==> src/rtl/ft_recovery_loader.sv <==
// Rollback recovery loader: reads checkpointed x1..x31 and the PC from safe memory
// and replays them into the core register file and PC reload port.
module ft_recovery_loader #(
  parameter int          ADDR_WIDTH = 5,
  parameter int          DATA_WIDTH = 32,
  parameter logic [31:0] BASE_ADDR  = 32'h0000_0000,
  parameter int          MAX_RETRY  = 2
) (
  input  logic                  clk_i,
  input  logic                  rst_ni,
  input  logic                  recover_i,
  output logic                  data_req_o,
  input  logic                  data_gnt_i,
  output logic [31:0]           data_addr_o,
  output logic                  data_we_o,
  output logic [3:0]            data_be_o,
  input  logic                  data_rvalid_i,
  input  logic [DATA_WIDTH-1:0] data_rdata_i,
  input  logic                  data_err_i,
  output logic                  rf_we_o,
  output logic [ADDR_WIDTH-1:0] rf_waddr_o,
  output logic [DATA_WIDTH-1:0] rf_wdata_o,
  output logic [DATA_WIDTH-1:0] pc_o,
  output logic                  pc_valid_o,
  output logic                  busy_o,
  output logic                  done_o,
  output logic                  fail_o
);

  // state | meaning
  // IDLE  | waiting for recover_i
  // REQ   | read request held until granted
  // WAIT  | one read outstanding, waiting for rvalid
  // WB    | replay captured word to register file or PC
  // DONE  | walk finished, wait for recover_i to drop
  localparam logic [2:0] S_IDLE = 3'd0;
  localparam logic [2:0] S_REQ  = 3'd1;
  localparam logic [2:0] S_WAIT = 3'd2;
  localparam logic [2:0] S_WB   = 3'd3;
  localparam logic [2:0] S_DONE = 3'd4;

  // One extra index bit so the PC slot (2**ADDR_WIDTH) is reachable without wrapping.
  localparam int IW = ADDR_WIDTH + 1;
  localparam int RW = (MAX_RETRY < 1) ? 1 : $clog2(MAX_RETRY + 1);
  localparam logic [IW-1:0] PC_IDX = {1'b1, {ADDR_WIDTH{1'b0}}};

  logic [2:0]            state;
  logic [IW-1:0]         idx;
  logic [RW-1:0]         retry;
  logic                  done_q;
  logic                  fail_q;
  logic [ADDR_WIDTH-1:0] waddr_q;
  logic [DATA_WIDTH-1:0] wdata_q;
  logic [DATA_WIDTH-1:0] pc_q;
  logic                  is_pc;

  assign is_pc = (idx == PC_IDX);

  always_ff @(posedge clk_i) begin
    if (!rst_ni) begin
      state   <= S_IDLE;
      idx     <= IW'(1);
      retry   <= '0;
      done_q  <= 1'b0;
      fail_q  <= 1'b0;
      waddr_q <= '0;
      wdata_q <= '0;
      pc_q    <= '0;
    end else begin
      done_q <= 1'b0;
      case (state)
        S_IDLE: begin
          if (recover_i) begin
            state  <= S_REQ;
            idx    <= IW'(1);
            retry  <= '0;
            fail_q <= 1'b0;
          end
        end
        S_REQ: begin
          if (data_gnt_i) state <= S_WAIT;
        end
        S_WAIT: begin
          if (data_rvalid_i) begin
            if (!data_err_i) begin
              state <= S_WB;
              if (is_pc) begin
                pc_q <= data_rdata_i;
              end else begin
                wdata_q <= data_rdata_i;
                waddr_q <= idx[ADDR_WIDTH-1:0];
              end
            end else if (retry < RW'(MAX_RETRY)) begin
              retry <= retry + 1'b1;
              state <= S_REQ;
            end else begin
              fail_q <= 1'b1;
              done_q <= 1'b1;
              state  <= S_DONE;
            end
          end
        end
        S_WB: begin
          idx   <= idx + 1'b1;
          retry <= '0;
          if (is_pc) begin
            state  <= S_DONE;
            done_q <= 1'b1;
          end else begin
            state <= S_REQ;
          end
        end
        S_DONE: begin
          // A held start request must not restart the walk.
          if (!recover_i) state <= S_IDLE;
        end
        default: state <= S_IDLE;
      endcase
    end
  end

  assign data_req_o  = (state == S_REQ);
  assign data_addr_o = data_req_o ? (BASE_ADDR + {{(32-IW-2){1'b0}}, idx, 2'b00}) : 32'h0;
  assign data_we_o   = 1'b0;
  assign data_be_o   = 4'hF;

  assign rf_we_o    = (state == S_WB) && !is_pc;
  assign pc_valid_o = (state == S_WB) && is_pc;
  assign rf_waddr_o = waddr_q;
  assign rf_wdata_o = wdata_q;
  assign pc_o       = pc_q;
  assign busy_o     = (state == S_REQ) || (state == S_WAIT) || (state == S_WB);
  assign done_o     = done_q;
  assign fail_o     = fail_q;

endmodule

==> config.mk <==
export PLATFORM = sky130hd
export DESIGN_NAME = ft_recovery_loader
export DESIGN_NICKNAME = d
export VERILOG_FILES = /design/src/rtl/ft_recovery_loader.sv
export SDC_FILE = /design/constraint.sdc
export NUM_CORES = 1
export LEC_CHECK = 0
export ABC_AREA = 1
export CORE_MARGIN = 5
export CORE_UTILIZATION = 30
export DETAILED_ROUTE_END_ITERATION = 12
export GPL_TIMING_DRIVEN = 0
export PLACE_DENSITY_LB_ADDON = 0.25
export RECOVER_POWER = 50
export SYNTH_ARGS = -nofsm -noshare
export SYNTH_HDL_FRONTEND = slang
export SYNTH_SLANG_ARGS = --single-unit
==> constraint.sdc <==
create_clock -name clk_i -period 2.4 [get_ports clk_i]
set_clock_uncertainty 0.2 [all_clocks]
set_input_delay 0.36 -clock clk_i [delete_from_list [all_inputs] [get_ports clk_i]]
set_output_delay 0.36 -clock clk_i [all_outputs]
set_load 0.02 [all_outputs]
==> results_dict.tcl <==
set metrics [dict create \
    setup.worst_path.start_class "flop" \
    dp_hpwl_um 7580 \
    cts_hold_buffers 0 \
    die_area_um2 13800 \
    stdcell_area_um2 5260 \
    r2r-start "idx[1]$_SDFFE_PN0P_" \
    hold_class "input port to flop" \
    period_minus_slack_ns 2.26 \
    syn_to_final_growth_pct 51.6 \
    ys_seq_area_share_pct 47.3 \
    cp.required_ns 1.84 \
    worst_slew_pin_slew_ns 0.523 \
    syn_inst 455 \
    cts_buffers 9 \
    fmax_ghz 0.442 \
    place.gp.congestion 0.843 \
    drv_cap 0 \
    relSlewSlack_pct 65.2 \
    place_area_um2 4930 \
    ant_nets 0 \
    min_to "rf_wdata_o[4]$_SDFFE_PN0P_" \
    initial_core_util_pct 30.5 \
    cts_sinks 82 \
    htree_levels 3 \
    numPortBuffers 117 \
    drc 0 \
    finalWirelength_um 9730 \
    hold_violations 0 \
    cts_tree "yes" \
    cts_root_buffer "clkbuf_16" \
    ys_seq_elements 82 \
    hold_start "rst_ni" \
    fill_cells 1180 \
    ys_types 28 \
    yosys-top-cells-area "dfxtp_1, nor2_1, buf_4" \
    outcome "finished, final reports clean" \
    synth_top_area_share_pct 47.3 \
    coreArea_um2 11400 \
    grt_use_met3_pct 6.34 \
    timing.hold.ws_ns 0.192 \
    via_count 3261 \
    startpoint "state[2]$_SDFFE_PN0P_" \
    fin_nets 652 \
    drtIter0Drc 192 \
    rows 39 \
    synthesis.area_um2 3470 \
    mostFrequentLayoutCells "nor2_1, dfxtp_1, clkdlybuf4s50_1" \
    p_total_uw 3820 \
    power.static_leakage_uw 0.00224 \
    grtUsageTotal_pct 14.2 \
    use_met1_pct 18.0 \
    arrival_ns 1.70 \
    grtUsageMet2_pct 21.9 \
    timing.rr.end "rf_wdata_o[20]$_SDFFE_PN0P_" \
    cts.clk_slew.worst_paths_ns 0.06 \
    fin_crit_sh_pct 94.3 \
    vias_per_cell 4.30 \
    diodes 0 \
    die_w_um 118 \
    grt_max_degree 14 \
    tns_ns 0 \
    io_pins 150 \
    instances_no_fill 759 \
    rr_worst_depth 8 \
    final_common_cell "nor2_1" \
    drive_above_1_share_pct 11.0 \
    dpl.cell_count 744 \
    yosysWarnings 0 \
    slew_violations 0 \
    irDropWorstVdd_uv 343 \
    avgSynthCellArea_um2 7.62 \
    power_density_nw_per_um2 727 \
    clk_path_buf_depth 2 \
    hold_path_depth 3 \
    antenna_found_initial 0 \
    die_y_um 118 \
    cts_setup_buffers 0 \
    critPathMaxFanout 6 \
    detail_route.first_pass.iterations 4 \
    grt_pass1_vias 3201 \
    reg2reg_slack_ns 0.32 \
    yosysTopAreaCell "dfxtp_1" \
    worstSkewPairLatency_ns 0.33 \
    endpoint_kind "output port" \
    top_usage_layer "met2" \
    wl_per_cell_um 12.8 \
    criticalPathCategory "flop to output port" \
    grt_pass1_wl_um 16100 \
    setup_viol 0 \
    overflow 0 \
]
-- worst max-delay path, cell delays in order (launching register included) --
cell	delay, ns
dfxtp_1	0.34
inv_1	0.16
nand2_1	0.11
nor2_2	0.14
clkdlybuf4s50_1	0.62
-- area by class of cell --
cell class,count,area [um2],area share [%]
clock inverter,5,128,2.43
timing repair buffer,117,1160,22.1
clock buffer,10,229,4.36
sequential,82,1640,31.3
tap,143,179,3.40
multi-input combinational,328,1460,27.7
buffer,53,379,7.21
inverter,21,81.3,1.55
-- per-stage QoR --
stage                     setup slack [ns]  utilization (%)
final                                0.136             46.2
after global routing              -0.00645             46.2
after CTS                           0.0478             46.4
after detailed placement             0.110             43.3
after global placement               0.147             43.3
after floorplan                      0.464                -
-- cell usage after synthesis --
master    number
nand2_4        1
nand3_4        1
nor2_8         1
nand2_1       26
buf_4         34
nor2_1       158
inv_1         19
a21oi_1       11
o21ai_1       28
ha_1           2
inv_2          1
xor2_1         1
conb_1         2
nand3_1        8
nand2_2        1
nor2_4         3
nand3_2        1
or2_2          1
buf_1          1
o21ai_0       48
clkbuf_1      10
dfxtp_1       82
o21ai_2        2
nand3b_1       2
nand4_1        1
buf_6          8
and2_1         1
inv_4          1
-- metal layers --
layer  vias up  wire length (um)
li1       1697                 -
met1      1437              4400
met2       118              4320
met3         9               865
met4         0               140
met5         -                 0
-- state kept, by name, indices dropped and copies added, names as in the netlist --
name	count
done_o	1
fail_o	1
idx	6
pc_o	32
retry	2
rf_waddr_o	5
rf_wdata_o	32
state	3
-- worst max-delay path by stage --
stage                                  to  slack [ns]
floorplan                  data_addr_o[2]        0.46
global placement    pc_o[14]$_SDFFE_PN0P_        0.15
detailed placement                rf_we_o        0.11
CTS                               rf_we_o        0.05
global route               data_addr_o[7]      -0.006
finish                         data_req_o        0.14
-- what timing repair did --
item,in CTS,in global routing
gates cloned,0,0
endpoints found under the hold margin,0,0
gates resized for setup,9,3
setup endpoints to repair,8,8
pin swaps,0,0
-- where the power goes --
| group | total [uW] | internal (uW) | leakage, uW | switching (uW) |
|---|---|---|---|---|
| Combinational | 707 | 294 | 0.00141 | 413 |
| Clock | 1650 | 1120 | 0.000169 | 531 |
| Sequential | 1470 | 1420 | 0.000661 | 45.1 |
-- cell families after synthesis --
kind of cell | share of synthesized area, %
simple gates | 24.9
compound gates | 13.1
flops | 47.3
buf+inv | 13.5
fa+ha+maj | 0.722
other cells | 0.217
xor+xnor | 0.253
Note: power is estimated with default switching activity, not from simulation.
